### src/rtl/traffic_pkg.sv
// Shared types and constants for the traffic-light subsystem: phase encoding
// and 7-segment patterns ({g,f,e,d,c,b,a}, active-high).
`timescale 1ns/1ps
package traffic_pkg;

    typedef enum logic [1:0] {
        GREEN  = 2'd0,
        YELLOW = 2'd1,
        RED    = 2'd2
    } phase_t;

    localparam logic [6:0] SEG_0     = 7'h3F;
    localparam logic [6:0] SEG_1     = 7'h06;
    localparam logic [6:0] SEG_2     = 7'h5B;
    localparam logic [6:0] SEG_3     = 7'h4F;
    localparam logic [6:0] SEG_4     = 7'h66;
    localparam logic [6:0] SEG_5     = 7'h6D;
    localparam logic [6:0] SEG_6     = 7'h7D;
    localparam logic [6:0] SEG_7     = 7'h07;
    localparam logic [6:0] SEG_8     = 7'h7F;
    localparam logic [6:0] SEG_9     = 7'h6F;
    localparam logic [6:0] SEG_BLANK = 7'h00;

endpackage

### src/rtl/seg7_decoder.sv
// Combinational BCD to 7-segment decoder; codes above 9 go dark.
`timescale 1ns/1ps
module seg7_decoder
    import traffic_pkg::*;
(
    input  logic [3:0] i_bcd,
    output logic [6:0] o_seg
);

    always_comb begin
        o_seg = SEG_BLANK;
        case (i_bcd)
            4'd0: o_seg = SEG_0;
            4'd1: o_seg = SEG_1;
            4'd2: o_seg = SEG_2;
            4'd3: o_seg = SEG_3;
            4'd4: o_seg = SEG_4;
            4'd5: o_seg = SEG_5;
            4'd6: o_seg = SEG_6;
            4'd7: o_seg = SEG_7;
            4'd8: o_seg = SEG_8;
            4'd9: o_seg = SEG_9;
            default: o_seg = SEG_BLANK;
        endcase
    end

endmodule

### src/rtl/top.sv
// Traffic-light controller: prescaler -> 1 s tick, GREEN/YELLOW/RED phase FSM
// with a seconds countdown on two 7-seg digits. SEG_BLANK_ZERO_EN blanks a leading zero.
`timescale 1ns/1ps
module top
    import traffic_pkg::*;
#(
    parameter int unsigned TICK_DIV    = 50,
    parameter int unsigned GREEN_TIME  = 25,
    parameter int unsigned YELLOW_TIME = 3,
    parameter int unsigned RED_TIME    = 30
) (
    input  logic       clk,
    input  logic       rst,
    input  logic       en,
    output logic       green_light,
    output logic       yellow_light,
    output logic       red_light,
    output logic [6:0] seg_tens,
    output logic [6:0] seg_units
);

    localparam int unsigned PW = (TICK_DIV > 1) ? $clog2(TICK_DIV) : 1;
    localparam logic [PW-1:0] PRE_LAST = PW'(TICK_DIV - 1);

    phase_t        r_state, w_state_nxt;
    logic [6:0]    r_cnt, w_cnt_nxt;
    logic [PW-1:0] r_pre, w_pre_nxt;
    logic          w_tick;
    logic [3:0]    w_tens;
    logic [6:0]    w_units;
    logic [6:0]    w_seg_tens_raw;

    function automatic logic [6:0] phase_len(input phase_t p);
        case (p)
            YELLOW:  return 7'(YELLOW_TIME);
            RED:     return 7'(RED_TIME);
            default: return 7'(GREEN_TIME);
        endcase
    endfunction

    always_ff @(posedge clk or posedge rst) begin
        if (rst) begin
            r_state <= GREEN;
            r_cnt   <= 7'(GREEN_TIME);
            r_pre   <= '0;
        end else begin
            r_state <= w_state_nxt;
            r_cnt   <= w_cnt_nxt;
            r_pre   <= w_pre_nxt;
        end
    end

    always_comb begin
        w_tick      = en && (r_pre == PRE_LAST);
        w_pre_nxt   = r_pre;
        w_state_nxt = r_state;
        w_cnt_nxt   = r_cnt;
        if (en)
            w_pre_nxt = (r_pre == PRE_LAST) ? '0 : r_pre + PW'(1);
        if (w_tick) begin
            if (r_cnt == 7'd1) begin
                case (r_state)
                    GREEN:   w_state_nxt = YELLOW;
                    YELLOW:  w_state_nxt = RED;
                    default: w_state_nxt = GREEN;
                endcase
                w_cnt_nxt = phase_len(w_state_nxt);
            end else begin
                w_cnt_nxt = r_cnt - 7'd1;
            end
        end
    end

    always_comb begin
        green_light  = (r_state == GREEN);
        yellow_light = (r_state == YELLOW);
        red_light    = (r_state == RED);
    end

    // cnt <= 99, so nine conditional subtractions of ten yield the tens digit
    always_comb begin
        w_tens  = '0;
        w_units = r_cnt;
        for (int unsigned i = 0; i < 9; i++) begin
            if (w_units >= 7'd10) begin
                w_units = w_units - 7'd10;
                w_tens  = w_tens + 4'd1;
            end
        end
    end

    seg7_decoder u_dec_tens (
        .i_bcd (w_tens),
        .o_seg (w_seg_tens_raw)
    );

    seg7_decoder u_dec_units (
        .i_bcd (w_units[3:0]),
        .o_seg (seg_units)
    );

`ifdef SEG_BLANK_ZERO_EN
    assign seg_tens = (w_tens == 4'd0) ? SEG_BLANK : w_seg_tens_raw;
`else
    assign seg_tens = w_seg_tens_raw;
`endif

endmodule

### config.mk
export PLATFORM = sky130hd
export DESIGN_NAME = top
export DESIGN_NICKNAME = d
export VERILOG_FILES = /design/src/rtl/traffic_pkg.sv /design/src/rtl/seg7_decoder.sv /design/src/rtl/top.sv
export SDC_FILE = /design/constraint.sdc
export NUM_CORES = 1
export LEC_CHECK = 0
export ABC_AREA = 1
export CAP_MARGIN = 20
export CORE_MARGIN = 8
export CORE_UTILIZATION = 53
export CTS_CLUSTER_DIAMETER = 30
export DETAILED_ROUTE_END_ITERATION = 8
export GPL_TIMING_DRIVEN = 0
export HOLD_SLACK_MARGIN = 0.05
export PLACE_DENSITY = 0.74
export SLEW_MARGIN = 20
export SYNTH_ARGS = -nofsm -noshare
export SYNTH_HDL_FRONTEND = slang
export SYNTH_SLANG_ARGS = --single-unit
### constraint.sdc
create_clock -name clk -period 13.9 [get_ports clk]
set_clock_uncertainty 0.05 [all_clocks]
set_input_delay 1.39 -clock clk [delete_from_list [all_inputs] [get_ports clk]]
set_output_delay 1.39 -clock clk [all_outputs]
set_load 0.01 [all_outputs]
### Word-level counts from Yosys, hierarchy flattened

Memories as Yosys holds them, arrays and structs flattened.
Cells that the tools add are included.

| storage, ports and cells | value |
|---|---|
| register bits | 15 |
| latch bits | 0 |
| bits in writable memories | 0 |
| bits in read-only memories | 224 |
| word-level logic and storage cells | 66 |
| memories | 2 |

| operators by class | value |
|---|---|
| add/subtract/negate cells | 19 |
| multiply operators | 0 |
| div/mod/pow operators | 0 |
| magnitude comparators | 9 |
| equality and inequality tests | 6 |
| shift operators | 0 |
| multiplexer cells | 24 |
| bitwise operators | 0 |
| reduce and logical (&&, ||, !) cells | 3 |

Memories:

| memory | words | width | read ports | clocked after Yosys merged registers in | wr ports | line | RTL |
|---|---|---|---|---|---|---|---|
| (no name shown) | 16 | 7 | 1 | 0 | 0 | seg7_decoder.sv:12 | `case (i_bcd)` |
| (no name shown) | 16 | 7 | 1 | 0 | 0 | seg7_decoder.sv:12 |  |

Operators with widths:

| kind | number |
|---|---|
| 7-bit by 4-bit >= comparator with 1-bit output, second input constant | 9 |
| 7-bit 2-to-1 mux | 9 |
| 7-bit by 4-bit subtractor with 7-bit output, second input constant | 8 |
| 4-bit 2-to-1 mux | 9 |
| 4-bit by 1-bit adder with 4-bit output, second input constant | 8 |
| 5-bit case mux with 2 select lines | 1 |
| 7-bit by 1-bit equality test with 1-bit output, second input constant | 1 |
| 7-bit by 1-bit subtractor with 7-bit output, second input constant | 1 |
| 6-bit by 1-bit adder with 6-bit output, second input constant | 1 |
| 6-bit equality test, second input constant | 1 |
| 6-bit 2-to-1 mux | 1 |
| 2-bit by 1-bit equality test with 1-bit output, second input constant | 2 |
| 2-bit equality test, second input constant | 2 |
| 2-bit 2-to-1 mux | 2 |
| 2-bit case mux with 2 select lines | 1 |
| 4-bit subtractor, second input constant | 1 |
| 2-bit logical NOT | 1 |
| 2-bit AND reduction | 1 |
| 1-bit logical AND | 1 |
| 1-bit 2-to-1 mux | 1 |

### Longest topological paths before layout

An unclocked memory read counts as a cell.

| depth | value |
|---|---|
| depth in word-level cells | 19 |
| gate-level depth with buffers | 82 |

### Cells and area by module

A second synthesis with hierarchy kept.

| second synthesis, totals | value |
|---|---|
| cells, all modules | 584 |
| area total of the unflattened synthesis | 3,465.8 µm² |

By module, submodules not included:

| module | times used | cells an instance | area an instance (µm²) |
|---|---|---|---|
| top | 1 | 506 | 3,045.4 |
| seg7_decoder | 2 | 39 | 210.2 |

### Worst setup path before layout

Ideal clock, no wire load.

| timing path | value |
|---|---|
| path type | register to output |
| from | reg r_cnt[1] |
| to | out seg_units[3] |
| arrival time | 7.877 ns |
| data required time | 12.460 ns |
| setup slack | 4.583 ns |
| stages on the path, launching flop included | 81 |
| cells stage by stage | dfrtp_1 inv_1 ha_1 nand2_1 nand2_4 nand3_1 nand2_2 inv_1 ha_1 nand2_1 nor2_4 nor2_8 nand3_4 nand2_1 nand2_2 inv_1 ha_1 nand2_1 [... 45 more ...] nand2_4 nand2_1 nand2_1 inv_1 ha_1 inv_1 nand3_1 nand2_1 inv_2 nand2_4 xnor2_2 ha_1 inv_1 nand2_1 nand2_1 inv_2 nand2_1 nand2_1 |

| between the ends | value |
|---|---|
| longest elaborated chain between the ends | 19 |
| elaborated cells on any way between the ends | 28 |

RTL lines:

| what | line | RTL |
|---|---|---|
| start: declaration | top.sv:26 | `logic [6:0] r_cnt, w_cnt_nxt;` |
| start signal: assignment | top.sv:44 | `r_cnt <= 7'(GREEN_TIME);` |
| start signal: assignment | top.sv:48 | `r_cnt <= w_cnt_nxt;` |
| 7-bit by 4-bit subtractor with 7-bit output / 7-bit by 4-bit >= comparator with 1-bit output (equally long branches) | top.sv:86, top.sv:85 |  |
| 7-bit 2-to-1 mux (*) | top.sv:85 | `if (w_units >= 7'd10) begin` |
| 7-bit by 4-bit subtractor with 7-bit output / 7-bit by 4-bit >= comparator with 1-bit output (equally long branches) | top.sv:86, top.sv:85 |  |
| 7-bit 2-to-1 mux (*) | top.sv:85 |  |
| 7-bit by 4-bit subtractor with 7-bit output / 7-bit by 4-bit >= comparator with 1-bit output (equally long branches) | top.sv:86, top.sv:85 |  |
| 7-bit 2-to-1 mux (*) | top.sv:85 |  |
| 7-bit by 4-bit subtractor with 7-bit output / 7-bit by 4-bit >= comparator with 1-bit output (equally long branches) | top.sv:86, top.sv:85 |  |
| 7-bit 2-to-1 mux (*) | top.sv:85 |  |
| [... 3 more ...] | -- |  |
| 7-bit 2-to-1 mux (*) | top.sv:85 |  |
| 7-bit by 4-bit subtractor with 7-bit output / 7-bit by 4-bit >= comparator with 1-bit output (equally long branches) | top.sv:86, top.sv:85 |  |
| 7-bit 2-to-1 mux (*) | top.sv:85 |  |
| 7-bit by 4-bit subtractor with 7-bit output / 7-bit by 4-bit >= comparator with 1-bit output (equally long branches) | top.sv:86, top.sv:85 |  |
| 7-bit 2-to-1 mux (*) | top.sv:85 |  |
| 7-bit by 4-bit >= comparator with 1-bit output / 4-bit subtractor (equally long branches) | top.sv:85, top.sv:86 |  |
| 4-bit 2-to-1 mux (*) | top.sv:85 |  |
| memory 16 x 7 bit (*) | -- |  |
| end: declaration | top.sv:19 | `output logic [6:0] seg_units` |

Mark *: on every way between the ends. The rest lies on a longest branch, timed or not.

### Final worst setup path

Same ends and word-level chain as after synthesis.

==> results.yml <==
cts:
  cts_root_buffer: "clkbuf_8"
  cts_resized: 0
  cts_buffers: 3
  cts_tree: "built"
  clock_latency_ns: 0.24
  postCtsSetupBuffers: 0
  h-tree-depth: 1
  clock-sinks: 15
  cts.reportedPaths.clkPinSlew_ns: 0.06
  cts_buffer_depth: 2
  cts_hold_buffers: 0
worst_setup_path:
  max_stage_delay_ns: 0.48
  crit_type: "register to output pin"
  required_ns: 12.46
  end_kind: "output pin"
  slowest_stage: "clkdlybuf4s50_1"
  startpoint_type: "register"
  reg2reg_slack_ns: 11.56
  cp.arrival_ns: 9.69
  r2r-end: "r_state[0]"
  reg2regPathDepth: 9
  cp_common_cell: "nand2_1"
  worstPathMaxFanout: 10
  r2r_start: "r_pre[1]"
drt:
  highest_layer: "met4"
  met3WireLength_um: 93
  drc: 0
  drt_iter0_drc: 69
  drt_wl_total_mm: 6.87
  vias: 3377
  drtAntennaViolNets: 0
  vias_per_cell: 5.09
  wl_per_cell_um: 10.3
  dr_wl_met2_mm: 3.50
  met1Wirelength_mm: 3.25
  drt-pass1-iter-count: 4
yosys:
  yosys_warnings: 0
  syn_nets: 598
  synth_edf_count: 0
  async_reset_ff_frac: 1.00
  synth_top_area_share: 0.173
  synth.largest_area_cell: "nand2_1"
  yosys-top-cells-count: "nand2_1 (162), inv_1 (73), nand3_1 (48)"
  synth_cell_types: 38
  postSynthCellCount: 564
  synth_area_um2: 3510
  synth.area.top_cells: "nand2_1 (17%), ha_1 (11%), dfrtp_1 (8.6%), nand2_2 (7.8%), inv_1 (7.8%)"
  synth_seq_cells: 15
  ys.flop_type: "dfrtp_1"
  ys_seq_area_frac: 0.108
  syn_avg_cell_area_um2: 6.22
  synth.most_common_cell: "nand2_1"
final_layout:
  final_core_util: 0.601
  nFillCells: 599
  regArea_um2: 379
  num-nets-final: 622
  multiInputGateArea_um2: 2760
  area_delta_synth_final_pct: 9.49
  num_antenna_cells: 0
  post_route_cells_drive_above_1_share: 0.208
place:
  routabilityCongestion: 0.824
  dpl.hpwl_mm: 5.87
  io_buffers: 19
sta:
  slew_violations: 0
  rsz0062_at_grt: "false"
  setup_tns_ns: 0
  fmax_mhz: 89.8
  slew_headroom: 0.556
  worstMarginPinSlew_ns: 0.666
  finalWorstPathRequiredPeriod_ns: 11.13
  setup_viol: 0
  timing.final.crit_share: 0.801
  finalHoldViolCount: 0
grt:
  track_usage: 0.149
  grt_pass1_vias: 3120
  gr-total-overflow: 0
  grt_pass1_wl_mm: 13.0
  grt_max_degree: 16
  antenna_found_initial: 0
floorplanning:
  num_rows: 29
  die-width_um: 97.3
  num_io_pins: 20
  core_area_um2: 6390
  die_area_um2: 9480
  initial_core_util: 0.549
  die_y_um: 97.3
worst_hold_path:
  hold-path-endpoint: "r_cnt[4]"
  min_from: "r_cnt[4]"
  hp-class: "register to register"
  worstHoldPathCells: 2
status:
  status: "complete, no violations"
run:
  cap_violations: 0
stage by stage:
stage / instances / setup WS [ns] / area (um^2) / hold slack, ns
finish: 664 / 2.77 / 3840 / 0.504
global route: 664 / 1.66 / 3840 / 0.525
CTS: 664 / 2.75 / 3840 / 0.511
detailed placement: 660 / 3.06 / 3790 / 0.500
global placement: 660 / 3.18 / 3790 / 0.484
floorplan: 564 / 4.58 / 3510 / 0.466
worst max-delay path, delay by kind of cell, from the launching register on:
kind | cells | cell delay (ns)
simple gates | 56 | 5.33
fa+ha+maj | 10 | 1.83
buf+inv | 15 | 1.52
flops | 1 | 0.42
xor+xnor | 1 | 0.31
area by class of cell:
class	count	share of cell area
Timing Repair Buffer	19	0.0495
Clock inverter	1	0.00130
Multi-Input combinational cell	453	0.719
Buffer	2	0.00391
Tap cell	77	0.0251
Inverter	94	0.0919
Sequential cell	15	0.0987
Clock buffer	3	0.0108
cell families after synthesis:
logic type / synth area share
buffers and inverters: 0.105
adders and majority gates: 0.111
and+or+nand+nor: 0.553
DFF: 0.108
xor gates and xnor gates: 0.0446
muxes: 0.00321
AOI/OAI and AO/OA: 0.0760
routing by layer:
layer | track usage | vias up
met5 | 0 | -
met1 | 0.181 | 1515
met3 | 0.0135 | 2
met2 | 0.280 | 21
met4 | 0.0175 | 0
li1 | - | 1839
placed cells by master, fill, tap and decap left out, drive strengths merged:
cell type        n
ha              31
clkdlybuf4s50   19
xor2            13
nor4             1
dfstp            3
inv             92
o21ai           25
nand3           58
clkinv           3
nand3b           8
clkbuf           4
nor3             8
nand2          222
o22ai            3
a22oi            3
mux2             1
dfrtp           12
and3             1
a21oi           11
o211ai           1
nor2            46
xnor2            4
buf              1
nand4           17
registers in the layout, summed over array words and instances, names as in the netlist:
name     cells
r_pre        6
r_state      2
r_cnt        7
how the worst max path moves through the flow:
stage / to / from / depth (start not counted)
5_1_grt: seg_units[3] / r_cnt[1] / 82
4_1_cts: seg_units[3] / r_cnt[1] / 82
3_5_place_dp: seg_tens[3] / r_cnt[1] / 81
6_report: seg_units[3] / r_cnt[1] / 82
2_1_floorplan: seg_units[3] / r_cnt[1] / 80
3_3_place_gp: seg_units[3] / r_cnt[1] / 82
Power is left out: the tool's default activity adds up to more than one toggle a clock period on the data nets, which glitch-free logic cannot reach.
